--- src/rtl/mips_pkg.sv ---
// Shared MIPS register-file widths and the writeback arbiter state encoding.
// Used by the writeback arbiter and its busy scoreboard.
package mips_pkg;
    localparam int REG_W    = 5;
    localparam int DATA_W   = 32;
    localparam int NUM_REGS = 32;
    localparam logic [REG_W-1:0] REG_ZERO = 5'd0;

    typedef enum logic {
        IDLE = 1'b0,
        HELD = 1'b1
    } arb_state_t;
endpackage

--- src/rtl/reg_scoreboard.sv ---
// Per-register busy vector marking GPRs with a pending mult/div write.
// Latency: set/clear visible on queries one cycle later; no backpressure, always accepts.
// r0 is never marked busy; a set and clear of the same register in one cycle leaves it set.
module reg_scoreboard
    import mips_pkg::*;
(
    input  logic             clk,
    input  logic             rst_n,
    input  logic             set_en,
    input  logic [REG_W-1:0] set_reg,
    input  logic             clr_en,
    input  logic [REG_W-1:0] clr_reg,
    input  logic [REG_W-1:0] rs_addr,
    input  logic [REG_W-1:0] rt_addr,
    input  logic [REG_W-1:0] rd_addr,
    output logic             rs_busy,
    output logic             rt_busy,
    output logic             rd_busy
);
    logic [NUM_REGS-1:0] busy_q;
    logic [NUM_REGS-1:0] busy_d;
    logic [NUM_REGS-1:0] set_mask;
    logic [NUM_REGS-1:0] clr_mask;

    always_comb begin
        set_mask = '0;
        clr_mask = '0;
        if (set_en && set_reg != REG_ZERO)
            set_mask[set_reg] = 1'b1;
        if (clr_en)
            clr_mask[clr_reg] = 1'b1;
        // Set is applied after clear so a same-register issue wins.
        busy_d    = (busy_q & ~clr_mask) | set_mask;
        busy_d[0] = 1'b0;
    end

    always_ff @(posedge clk) begin
        if (!rst_n)
            busy_q <= '0;
        else
            busy_q <= busy_d;
    end

    assign rs_busy = busy_q[rs_addr];
    assign rt_busy = busy_q[rt_addr];
    assign rd_busy = busy_q[rd_addr];
endmodule

--- src/rtl/regfile_wb_arbiter.sv ---
// Shares the register-file write port between pipeline WB and the mult/div result path.
// Latency: WB and bypassed results reach the port combinationally; a held result within STARVE_LIMIT+1 cycles.
// Backpressure: md_ready drops while a result is held; wb_stall only when a starved result is forced out.
module regfile_wb_arbiter
    import mips_pkg::*;
#(
    parameter int STARVE_LIMIT = 4
) (
    input  logic              clk,
    input  logic              rst_n,
    input  logic              wb_valid,
    input  logic [REG_W-1:0]  wb_reg,
    input  logic [DATA_W-1:0] wb_data,
    output logic              wb_stall,
    input  logic              md_issue,
    input  logic [REG_W-1:0]  md_issue_reg,
    input  logic              md_valid,
    input  logic [REG_W-1:0]  md_reg,
    input  logic [DATA_W-1:0] md_data,
    output logic              md_ready,
    input  logic [REG_W-1:0]  rs_addr,
    input  logic [REG_W-1:0]  rt_addr,
    input  logic [REG_W-1:0]  rd_addr,
    output logic              rs_busy,
    output logic              rt_busy,
    output logic              rd_busy,
    output logic              rf_we,
    output logic [REG_W-1:0]  rf_waddr,
    output logic [DATA_W-1:0] rf_wdata
);
    localparam int CNT_W = $clog2(STARVE_LIMIT + 1);
    localparam logic [CNT_W-1:0] CNT_MAX = CNT_W'(STARVE_LIMIT);

    arb_state_t        state_q, state_d;
    logic [CNT_W-1:0]  cnt_q, cnt_d;
    logic [REG_W-1:0]  buf_reg_q;
    logic [DATA_W-1:0] buf_data_q;
    logic              buf_load;
    logic              md_clr;
    logic [REG_W-1:0]  md_clr_reg;

    always_comb begin
        state_d    = state_q;
        cnt_d      = cnt_q;
        buf_load   = 1'b0;
        md_ready   = 1'b0;
        wb_stall   = 1'b0;
        rf_we      = 1'b0;
        rf_waddr   = wb_reg;
        rf_wdata   = wb_data;
        md_clr     = 1'b0;
        md_clr_reg = md_reg;
        if (rst_n) begin
            case (state_q)
                IDLE: begin
                    md_ready = 1'b1;
                    if (wb_valid) begin
                        rf_we = (wb_reg != REG_ZERO);
                        if (md_valid) begin
                            buf_load = 1'b1;
                            cnt_d    = '0;
                            state_d  = HELD;
                        end
                    end else if (md_valid) begin
                        rf_we    = (md_reg != REG_ZERO);
                        rf_waddr = md_reg;
                        rf_wdata = md_data;
                        md_clr   = 1'b1;
                    end
                end
                HELD: begin
                    if (wb_valid && cnt_q < CNT_MAX) begin
                        rf_we = (wb_reg != REG_ZERO);
                        cnt_d = cnt_q + 1'b1;
                    end else begin
                        // Port free, or the held result has waited long enough: drain it.
                        rf_we      = (buf_reg_q != REG_ZERO);
                        rf_waddr   = buf_reg_q;
                        rf_wdata   = buf_data_q;
                        md_clr     = 1'b1;
                        md_clr_reg = buf_reg_q;
                        wb_stall   = wb_valid;
                        state_d    = IDLE;
                    end
                end
                default: state_d = IDLE;
            endcase
        end
    end

    always_ff @(posedge clk) begin
        if (!rst_n) begin
            state_q    <= IDLE;
            cnt_q      <= '0;
            buf_reg_q  <= '0;
            buf_data_q <= '0;
        end else begin
            state_q <= state_d;
            cnt_q   <= cnt_d;
            if (buf_load) begin
                buf_reg_q  <= md_reg;
                buf_data_q <= md_data;
            end
        end
    end

    reg_scoreboard u_scoreboard (
        .clk     (clk),
        .rst_n   (rst_n),
        .set_en  (md_issue),
        .set_reg (md_issue_reg),
        .clr_en  (md_clr),
        .clr_reg (md_clr_reg),
        .rs_addr (rs_addr),
        .rt_addr (rt_addr),
        .rd_addr (rd_addr),
        .rs_busy (rs_busy),
        .rt_busy (rt_busy),
        .rd_busy (rd_busy)
    );
endmodule

--- config.mk ---
export PLATFORM = sky130hd
export DESIGN_NAME = regfile_wb_arbiter
export DESIGN_NICKNAME = d
export VERILOG_FILES = /design/src/rtl/mips_pkg.sv /design/src/rtl/reg_scoreboard.sv /design/src/rtl/regfile_wb_arbiter.sv
export SDC_FILE = /design/constraint.sdc
export NUM_CORES = 1
export LEC_CHECK = 0
export ABC_CLOCK_PERIOD_IN_PS = 4910
export BUFFER_PORTS_ARGS = -buffer_cell sky130_fd_sc_hd__buf_2
export CAP_MARGIN = 20
export CORE_MARGIN = 2
export CORE_UTILIZATION = 56
export DETAILED_ROUTE_END_ITERATION = 16
export PLACE_DENSITY = 0.86
export REMOVE_ABC_BUFFERS = 1
export SYNTH_ARGS = -nofsm -noshare
export SYNTH_HDL_FRONTEND = slang
export SYNTH_HIERARCHICAL = 1
export SYNTH_SLANG_ARGS = --single-unit
export TNS_END_PERCENT = 30
--- constraint.sdc ---
create_clock -name clk -period 4.91 [get_ports clk]
set_clock_uncertainty 0.05 [all_clocks]
set_input_delay 0.982 -clock clk [delete_from_list [all_inputs] [get_ports clk]]
set_output_delay 0.982 -clock clk [all_outputs]
set_load 0.05 [all_outputs]
==> results.sh <==
export IMPL_globalRoute_totalOverflow=0
export IMPL_final_hold_viol_count=0
export IMPL_clock_fmax_ghz=0.2858
export IMPL_clock_tree_buffer_depth=2
export IMPL_synthesized_area_um2=4538
export IMPL_post_route_drc_violation_count=0
export IMPL_root_buffer_cell="clkbuf_8"
export IMPL_design_core_area_um2=7807
export IMPL_criticalPathCategory="primary input to output pin"
export IMPL_vias=4803
export IMPL_synth_distinct_cells=43
export IMPL_tritoncts="done"
export IMPL_timing_critical_path_arrival_ns=2.47
export IMPL_yosys_register_bits=72
export IMPL_placement_rows=32
export IMPL_power_switching_uw=467.6
export IMPL_detail_route_wl_per_cell_um=16.74
export IMPL_hold_path_class="flip-flop to flip-flop"
export IMPL_die_h_um=94.02
export IMPL_path_delay_family="buffers and inverters"
export IMPL_final_count_of_negative_setup_slack_endpoints=0
export IMPL_max_stage_delay_ns=0.35
export IMPL_synth_area_mux_share_pct=11.91
export IMPL_power_share_sequential_pct=42.6
export IMPL_gr_usage_all_layers_pct=29.83
export IMPL_ant_nets=0
export IMPL_initialDrtViolationCount=512
export IMPL_synth_area_in_compound_gates_pct=30.58
export IMPL_timing_worst_slew_pin_value_ns=0.9830
export IMPL_intPower_uw=977.9
export IMPL_timing_max_slew_rel_slack_pct=34.33
export IMPL_layout_drive_gt1_share_pct=25.44
export IMPL_synth_simple_gate_area_share_pct=19.66
export IMPL_dp_final_hpwl_um=9481
export IMPL_ys_dominant_reg_cell="dfxtp_1"
export IMPL_cts_reportedPaths_clkPinSlew_ns=0.07
export IMPL_place_port_buffers=141
export IMPL_worstPathMaxFanout=35
export IMPL_rsz0062_at_grt="no"
export IMPL_holdBufCountCts=0
export IMPL_drt_vias_per_instance=6.142
export IMPL_post_synth_cell_area_avg_um2=8.133
export IMPL_run_status="finished, final reports clean"
export IMPL_global_route_peak_usage_layer="met2"
export IMPL_yosys_area_share_adder_pct=0.2757
export IMPL_met3_usage_pct=4.173
export IMPL_start_util_pct=58.12
export IMPL_vias_in_the_first_global_route=4508
export IMPL_synth_async_sr_flop_share_pct=0
export IMPL_drt_wl_total_um=13090
export IMPL_crit_top_cell="buf_2"
export IMPL_htree_levels=3
export IMPL_r2r_setup_slack_ns=2.18
export IMPL_maxSlewViolCount=0
export IMPL_groute_layer_met2_usage_pct=48.51
export IMPL_power_per_cell_area_nw_per_um2=269.0
export IMPL_cell_by_cell_trace_of_the_critical_path="buf_2, nor2b_1, and2_1, buf_4, a22o_1, a21o_1, buf_2"
export IMPL_crit_path_top_delay_cell="buf_4"
export IMPL_lkg_pwr_nw=2.418
export IMPL_switching_share_pct=32.35
export IMPL_clock_sink_count=72
export IMPL_design_final_nets=775
export IMPL_maximum_number_of_pins_on_one_net_before_global_route_repair=43
export IMPL_cp_num_buf_inv=3
export IMPL_power_share_clock_pct=33.1
export IMPL_antenna_found_initial=0
export IMPL_routabilityCongestion=0.8866
export IMPL_die_footprint_um2=8840
export IMPL_worstSetupEndpointType="output pin"
export IMPL_grt_first_pass_wirelength_um=21090
export IMPL_cells_resized_by_post_cts_repair=0
export IMPL_layout_commonest_cell="buf_2"
export IMPL_critPathRequiredTime_ns=3.88
export IMPL_mostFrequentLayoutCells="buf_2 (141), nand2_1 (116), dfxtp_1 (72)"
export IMPL_clk_latency_ns=0.35
export IMPL_synth_top_family_by_area="compound AO/OA/AOI/OAI gates"
export IMPL_seq_area_frac_synth_pct=31.76
export IMPL_crit_path_start_kind="primary input"
export IMPL_syn_inst=558
export IMPL_finalWorstSetupSlack_ns=1.411
export IMPL_pwr_share_comb_pct=24.3
export IMPL_drt_pre_antenna_iters=5
export IMPL_fillCellCount=631
export IMPL_io_pins=142
export IMPL_floorplan_die_width_um=94.02
export IMPL_met1_usage_pct=40.38
export IMPL_area_delta_synth_final_pct=18.39
export IMPL_yosys_warnings=6
export IMPL_synth_edff_count=0
export IMPL_max_vdd_ir_drop_mv=0.1826
export IMPL_cts_post_setup_buffers_inserted=0
export IMPL_synth_xor_area_share_pct=0
export IMPL_antenna_diodes=0
export IMPL_cts_inserted_buffers=9
export IMPL_min_period_over_period_pct=71.27
export IMPL_timing_max_cap_violations=0
export IMPL_dp_worst_setup_slack_ns=1.463
export IMPL_period_needed_ns=3.499
export IMPL_fin_setup_tns_ns=0
per-layer routing:
metal | share of wire, % | up-vias
met5 | 0 | -
met4 | 1.8 | 0
met3 | 8.5 | 20
met2 | 48 | 272
met1 | 42 | 2255
li1 | - | 2256
final cells by class:
cell class | instances | area (µm²) | area share [%]
tap | 102 | 127.6 | 2.375
inverter | 5 | 18.77 | 0.3493
clock buffer | 13 | 158.9 | 2.958
sequential | 72 | 1441 | 26.83
multi-input combinational | 440 | 2835 | 52.77
timing repair buffer | 147 | 750.7 | 13.97
clock inverter | 3 | 40.04 | 0.7452
final timing paths:
check,startpoint,to,cells past startpoint
max,wb_valid,rf_wdata[27],7
min,buf_data_q[11],buf_data_q[11],2
max reg2reg,state_q,u_scoreboard/busy_q[12],6
min reg2reg,buf_data_q[11],buf_data_q[11],2
power groups by stage:
stage | sequential (mW) | clock, mW | combinational [mW]
2_1_floorplan | 0.624 | 0 | 0.225
3_3_place_gp | 0.628 | 0 | 0.339
3_5_place_dp | 0.629 | 0 | 0.346
4_1_cts | 0.615 | 0.480 | 0.348
5_1_grt | 0.618 | 0.508 | 0.373
6_report | 0.616 | 0.479 | 0.351
cell families after synthesis:
logic type,count (synthesis)
adders and majority gates,1
buffers and inverters,46
AOI/OAI and AO/OA,205
DFF,72
muxes,41
and+or+nand+nor,193
registers in the layout, summed over array words and instances, names as in the netlist:
register             count
buf_data_q              32
u_scoreboard/busy_q     31
state_q                  1
cnt_q                    3
buf_reg_q                5
worst register-to-register path: stages (launching register included):
cell	delay [ns]
dfxtp_1	0.55
and3_1	0.22
buf_4	0.39
mux2_1	0.43
or3b_2	0.59
o21ai_0	0.24
a21boi_0	0.14
stage by stage:
stage	power, mW	hold slack, ns	util, %	cells	instance area [µm²]
after CTS	1.443	0.4104	68.81	782	5373
after detailed placement	0.9744	0.4009	66.27	766	5174
after global placement	0.9673	0.3934	66.27	766	5174
final	1.445	0.4108	68.81	782	5373
after global routing	1.500	0.4282	68.81	782	5373
after floorplan	0.8496	0.3866	-	517	4293
Yosys cell counts (all sizes together) (3+ instances only):
master	count	area share (%)
and3	3	0.41
a211oi	3	0.50
mux2	5	1.2
nor2b	8	1.1
a22oi	6	0.99
and3b	3	0.58
a21boi	31	5.1
nand3	17	1.9
dfxtp	72	32
nand2b	7	1.0
clkbuf	14	1.2
o211ai	3	0.50
mux4	9	4.7
nor3b	4	0.66
nand2	116	9.6
a21oi	49	5.4
nand3b	6	0.99
buf	27	4.2
nor3	4	0.44
nor2	13	1.1
o2111ai	3	0.58
o21ai	32	3.5
mux2i	27	6.0
nand4	3	0.41
a22o	37	7.1
a21o	38	6.3
inv	4	0.33
Power figures use the tool's default switching activity.
